<file path="config.mk">
export PLATFORM = sky130hd
export DESIGN_NAME = rle_decompressor
export DESIGN_NICKNAME = d
export VERILOG_FILES = /design/src/rtl/rle_pkg.sv /design/src/rtl/rle_decompressor_bit_packer.sv /design/src/rtl/rle_decompressor.sv
export SDC_FILE = /design/constraint.sdc
export NUM_CORES = 1
export LEC_CHECK = 0
export CAP_MARGIN = 25
export CORE_ASPECT_RATIO = 1.4
export CORE_MARGIN = 2
export CORE_UTILIZATION = 58
export CTS_BUF_LIST = sky130_fd_sc_hd__clkbuf_8
export DETAILED_ROUTE_END_ITERATION = 12
export PLACE_DENSITY = 0.83
export SLEW_MARGIN = 30
export SYNTH_ARGS = -nofsm -noshare
export SYNTH_HDL_FRONTEND = slang
export SYNTH_SLANG_ARGS = --single-unit
</file>
<file path="constraint.sdc">
create_clock -name clk -period 5.6 [get_ports clk]
set_input_delay 0.84 -clock clk [delete_from_list [all_inputs] [get_ports clk]]
set_output_delay 0.84 -clock clk [all_outputs]
set_load 0.02 [all_outputs]
</file>
<file path="src/rtl/rle_pkg.sv">
// Shared types and helpers for the run-length decompressor.
package rle_pkg;

  typedef enum logic [1:0] {
    StIdle,
    StRun,
    StFlush,
    StDone
  } rle_state_e;

  // Smaller of two unsigned values; used to clip a run to the room left in a word.
  function automatic int unsigned min_len(input int unsigned a, input int unsigned b);
    return (a < b) ? a : b;
  endfunction

endpackage

</file>
<file path="src/rtl/rle_decompressor_bit_packer.sv">
// Word assembly register with an MSB-first k-bit insert. The inserted (or zero-padded)
// word is presented combinationally so the top can move it straight to the output
// register on the same edge it completes.
module bit_packer
  import rle_pkg::*;
#(
  parameter int unsigned WORD_W = 8,
  parameter int unsigned BW     = $clog2(WORD_W + 1)
) (
  input  logic              clk,
  input  logic              rst,
  input  logic              clear,
  input  logic              en,
  input  logic              bit_val,
  input  logic [BW-1:0]     k,
  input  logic [BW-1:0]     bit_idx,
  output logic [WORD_W-1:0] word
);

  logic [WORD_W-1:0] asm_q;
  logic [WORD_W-1:0] top_k;
  logic [WORD_W-1:0] mask;

  // Mask covers bits WORD_W-1-bit_idx down to WORD_W-bit_idx-k.
  always_comb begin
    top_k = ~({WORD_W{1'b1}} >> k);
    mask  = top_k >> bit_idx;
    word  = (asm_q & ~mask) | (bit_val ? mask : '0);
  end

  // Assembly register: cleared on frame start or word hand-off, else accumulates.
  always_ff @(posedge clk or posedge rst) begin
    if (rst) begin
      asm_q <= '0;
    end else if (clear) begin
      asm_q <= '0;
    end else if (en) begin
      asm_q <= word;
    end
  end

endmodule

</file>
<file path="src/rtl/rle_decompressor.sv">
// Run-length decompressor: expands {bit, run} tokens into MSB-first packed words with
// valid/ready on both sides, word/bit position tracking and an end-of-frame done flag.
module rle_decompressor
  import rle_pkg::*;
#(
  parameter int unsigned WORD_W      = 8,
  parameter int unsigned RUN_W       = 2,
  parameter int unsigned IDX_W       = 32,
  parameter int unsigned TOTAL_WORDS = 1024,
  localparam int unsigned BW         = $clog2(WORD_W + 1)
) (
  input  logic              clk,
  input  logic              rst,
  input  logic              work,
  input  logic              in_valid,
  output logic              in_ready,
  input  logic              in_bit,
  input  logic [RUN_W-1:0]  in_run,
  input  logic              in_last,
  output logic [WORD_W-1:0] out,
  output logic              out_valid,
  input  logic              out_ready,
  output logic [IDX_W-1:0]  byteIndx,
  output logic [BW-1:0]     bitIndx,
  output logic              done
);

  // Wide compare so a TOTAL_WORDS beyond the index range simply never terminates.
  localparam int unsigned CW = (IDX_W > 32) ? IDX_W + 1 : 33;
  localparam logic [BW-1:0] FullIdx = BW'(WORD_W);

  rle_state_e        st_q;
  logic [BW-1:0]     bit_idx_q;
  logic [IDX_W-1:0]  byte_idx_q;
  logic [RUN_W-1:0]  run_left_q;
  logic              bit_val_q;
  logic              last_q;
  logic [WORD_W-1:0] out_q;
  logic              out_valid_q;

  logic              full, out_free, expanding, in_flush, xfer, last_hit, pk_val;
  logic [BW-1:0]     room, k_run, pk_k, new_idx;
  logic [WORD_W-1:0] word;

  // Expansion amount, packer controls and the word hand-off condition.
  always_comb begin
    full      = (bit_idx_q == FullIdx);
    out_free  = !out_valid_q || out_ready;
    room      = FullIdx - bit_idx_q;
    k_run     = BW'(min_len(32'(run_left_q), 32'(room)));
    expanding = (st_q == StRun) && (run_left_q != '0) && !full;
    in_flush  = (st_q == StFlush);
    pk_val    = in_flush ? 1'b0 : bit_val_q;
    pk_k      = expanding ? k_run : (in_flush ? room : '0);
    new_idx   = bit_idx_q + pk_k;
    xfer      = !work && ((st_q == StRun) || in_flush) && (new_idx == FullIdx) && out_free;
    last_hit  = (CW'(byte_idx_q) + CW'(1)) == CW'(TOTAL_WORDS);
  end

  assign in_ready  = (st_q == StRun) && (run_left_q == '0) && !full && !last_q;
  assign out       = out_q;
  assign out_valid = out_valid_q;
  assign byteIndx  = byte_idx_q;
  assign bitIndx   = bit_idx_q;
  assign done      = (st_q == StDone);

  bit_packer #(
    .WORD_W (WORD_W),
    .BW     (BW)
  ) u_packer (
    .clk     (clk),
    .rst     (rst),
    .clear   (work || xfer),
    .en      (expanding),
    .bit_val (pk_val),
    .k       (pk_k),
    .bit_idx (bit_idx_q),
    .word    (word)
  );

  // Control FSM, token capture, run expansion and output register.
  always_ff @(posedge clk or posedge rst) begin
    if (rst) begin
      st_q        <= StIdle;
      bit_idx_q   <= '0;
      byte_idx_q  <= '0;
      run_left_q  <= '0;
      bit_val_q   <= 1'b0;
      last_q      <= 1'b0;
      out_q       <= '0;
      out_valid_q <= 1'b0;
    end else begin
      if (out_valid_q && out_ready) begin
        out_valid_q <= 1'b0;
      end
      if (work) begin
        st_q       <= StRun;
        bit_idx_q  <= '0;
        byte_idx_q <= '0;
        run_left_q <= '0;
        last_q     <= 1'b0;
      end else begin
        unique case (st_q)
          StRun: begin
            if (in_valid && in_ready) begin
              run_left_q <= in_run;
              bit_val_q  <= in_bit;
              last_q     <= in_last;
            end else if (expanding) begin
              run_left_q <= run_left_q - RUN_W'(pk_k);
              bit_idx_q  <= new_idx;
            end else if (last_q && !full && (run_left_q == '0)) begin
              // Last run fully expanded: pad a partial word, else finish once out drains.
              if (bit_idx_q != '0) begin
                st_q <= StFlush;
              end else if (out_free) begin
                st_q <= StDone;
              end
            end
          end
          default: ;
        endcase
        if (xfer) begin
          out_q       <= word;
          out_valid_q <= 1'b1;
          bit_idx_q   <= '0;
          byte_idx_q  <= byte_idx_q + IDX_W'(1);
          if (last_hit || in_flush) begin
            st_q       <= StDone;
            run_left_q <= '0;
            last_q     <= 1'b0;
          end
        end
      end
    end
  end

endmodule

</file>
==> results.sh, run 1 <==
export IMPL_yosysWarnings=0
export IMPL_setup_violations=0
export IMPL_final_cells=724
export IMPL_fmax_mhz=204
export IMPL_dieArea_sq_um=8650
export IMPL_drc_errors=0
export IMPL_syn_inst=579
export IMPL_cts_tree="done"
export IMPL_path_clk_slew_ps=70
export IMPL_period_needed_ps=4910
export IMPL_cts_buffer_depth=2
export IMPL_synthAdderAreaFrac_pct=2.89
export IMPL_swShare_pct=42.0
export IMPL_power_frac_clock_pct=23.4
export IMPL_dp_hpwl_microns=10400
export IMPL_syn_area_per_cell_sq_um=7.93
export IMPL_max_slew_margin_pct=44.2
export IMPL_power_frac_seq_pct=28.8
export IMPL_num_rows=38
export IMPL_layout_drive_gt1_share_pct=8.49
export IMPL_synth_cell_type_count=69
export IMPL_powerDensity_nw_per_um2=336
export IMPL_cts_sinks=59
export IMPL_final_design_area_no_fill_sq_um=5390
export IMPL_nNetsFinal=639
export IMPL_start_kind="flop"
export IMPL_status="complete, no violations"
export IMPL_synth_top_area_share_pct=32.2
export IMPL_tightest_slew_ps=835
export IMPL_leakagePower_uw=0.00218
export IMPL_tns_ps=0
export IMPL_cp_end_kind="flop"
export IMPL_grt_setup_unrepaired="false"
export IMPL_finalPower_uw=1810
export IMPL_synth_top_family_by_area="simple AND/OR/NAND/NOR gates"
export IMPL_root_buffer="clkbuf_8"
export IMPL_fp_coreArea_sq_um=7700
export IMPL_cts_hold_buf=0
export IMPL_synth_edf_count=0
export IMPL_final_common_cell="nand2_1"
export IMPL_synth_ff_type="dfrtp_1"
export IMPL_skew_ps=9.25
export IMPL_ctsHtreeMaxLevel=3
export IMPL_vdd_drop_max_v=0.000295
export IMPL_syn_to_final_growth_pct=17.5
export IMPL_num_antenna_cells=0
export IMPL_critPathKind="flop to flop"
export IMPL_period_share_pct=87.6
export IMPL_whs_ps=494
export IMPL_placed_area_sq_um=5180
export IMPL_ys_ff_latch=59
export IMPL_firstDrtPassIters=6
export IMPL_synthMuxAreaShare_pct=2.92
export IMPL_net_switching_power_uw=762
export IMPL_cts_setup_buffers=0
export IMPL_critPathMaxFanout=10
export IMPL_final_cell_mix="nand2_1, dfrtp_1, clkdlybuf4s50_1"
export IMPL_ant_nets=0
export IMPL_wl_microns=14300
export IMPL_vias=4798
export IMPL_fp_dieW_microns=79.2
export IMPL_clock_latency_ps=350
export IMPL_antenna_found_initial=0
export IMPL_synthArstFlopShare_pct=100
export IMPL_synth_compound_area_share_pct=23.6
export IMPL_drt_initial_drc_count=355
export IMPL_ys_top_cells_by_area="dfrtp_1, o21ai_0, nand2_1, a21oi_1, nand3_1"
export IMPL_ys_seq_area_share_pct=32.2
export IMPL_slew_violations=0
export IMPL_initial_utilization_pct=59.6
export IMPL_grt_pass1_vias=4686
export IMPL_crit_arrival_ps=5140
export IMPL_internal_power_uw=1050
export IMPL_vias_per_cell=6.63
export IMPL_dpl_cell_count=709
export IMPL_io_buffers=55
export IMPL_gp_congestion=1.04
export IMPL_grt_start_max_net_pins=60
export IMPL_pwr_share_comb_pct=47.8
export IMPL_ios=56
export IMPL_synthSimpleGateAreaFrac_pct=27.7
export IMPL_synth_nets=598
export IMPL_hold_viol=0
export IMPL_post_cts_resized=0
export IMPL_grt_usage_pct=34.8
export IMPL_hold_path_class="flop to flop"
export IMPL_syn_area_sq_um=4590
export IMPL_grt_first_pass_wirelength_microns=23300
export IMPL_max_cap_violations=0
export IMPL_wire_per_inst_microns=19.7
export IMPL_fillers=636
export IMPL_worstPathRequired_ps=5840
export IMPL_dieHeight_microns=109
export IMPL_overflow=0
export IMPL_cts_buffers=9
export IMPL_yosys_area_top_type="dfrtp_1"
export IMPL_synth_xor_area_share_pct=4.20
==> path summary, 6_finish.rpt <==
check	from	to	slack (ps)	cells past startpoint
min reg2reg	out[5]	out[5]	490	2
max	bitIndx[0]	byteIndx[25]	690	17
max in group asynchronous	rst	byteIndx[1]	4040	3
min	out[5]	out[5]	490	2
max reg2reg	bitIndx[0]	byteIndx[25]	690	17
min in group asynchronous	rst	byteIndx[30]	1030	3
==> metrics by stage <==
stage / worst slack [ps] / utilization (%)
2_1_floorplan: 766 / -
3_3_place_gp: 887 / 67.3
3_5_place_dp: 773 / 67.3
4_1_cts: 750 / 70.0
5_1_grt: 405 / 70.0
6_report: 694 / 70.0
==> cell families (layout without fill, tap and decap cells) <==
logic type               count (synthesis)  count (layout)
XOR/XNOR                                22              22
flip-flops                              59              59
AO/OA/AOI/OAI                          165             165
buffers and inverters                   64             109
multiplexers                            13              13
AND/OR/NAND/NOR                        246             246
adder cells (fa/ha/maj)                 10              10
==> synthesized netlist by cell type, types with 10 or more instances <==
cell	instances
buf_2	11
clkbuf_1	23
o21ai_0	49
nor2_1	38
a21o_1	11
nand3_1	29
nor3_1	29
mux2i_1	10
a21oi_1	29
nand2b_1	10
xnor2_1	15
or3_1	11
nand2_1	65
a31oi_1	11
nand4_1	13
dfrtp_1	59
inv_1	22
==> layout make-up <==
cell class,instances,area (sq um),share of cell area [%]
clock buffer,13,179,3.32
clock inverter,2,33.8,0.626
inverter,22,82.6,1.53
multi-input combinational,456,2820,52.3
sequential,59,1480,27.4
tap,100,125,2.32
timing repair buffer,72,678,12.6
==> worst max-delay path: stages (launching register included) <==
cell and delay (ps):
dfrtp_1 380, inv_1 150, ha_1 360, nand2b_1 170
o311ai_0 410, o211ai_2 230, and2_1 240, nand2b_1 200
ha_1 250, fa_1 490, or4_1 470, nor2_1 130
nand2_1 130, buf_4 180, o21ai_1 530, buf_4 270
o21a_1 130, mux2i_1 70
==> registers in the layout (all words and copies together) (netlist names) <==
signal and count:
bitIndx 4, bit_val_q 1, byteIndx 32, last_q 1, out 8, out_valid 1
run_left_q 2, st_q 2, u_packer.asm_q 8
==> power groups by stage <==
stage / Combinational (uW) / Sequential [uW] / Clock [uW]
global route: 958 / 528 / 443
CTS: 865 / 521 / 428
detailed placement: 859 / 529 / 0
floorplan: 567 / 533 / 0
global placement: 854 / 529 / 0
finish: 866 / 522 / 425
==> layer usage <==
metal	track usage [%]	share of wire [%]	wire length (microns)
met3	5.71	5.6	802
met1	39.2	37	5340
met5	0	0	0
met4	22.4	5.7	809
met2	60.7	51	7300
Power figures use the tool's default switching activity.
==> run 2: changes to the inputs <==
--- a/config.mk
+++ b/config.mk
@@ -12,6 +12,7 @@
 export CTS_BUF_LIST = sky130_fd_sc_hd__clkbuf_8
 export DETAILED_ROUTE_END_ITERATION = 12
 export PLACE_DENSITY = 0.83
+export SKIP_LAST_GASP = 1
 export SLEW_MARGIN = 30
 export SYNTH_ARGS = -nofsm -noshare
 export SYNTH_HDL_FRONTEND = slang
==> results of run 2 <==
Final layout, timing and power as in run 1 (identical DEF).
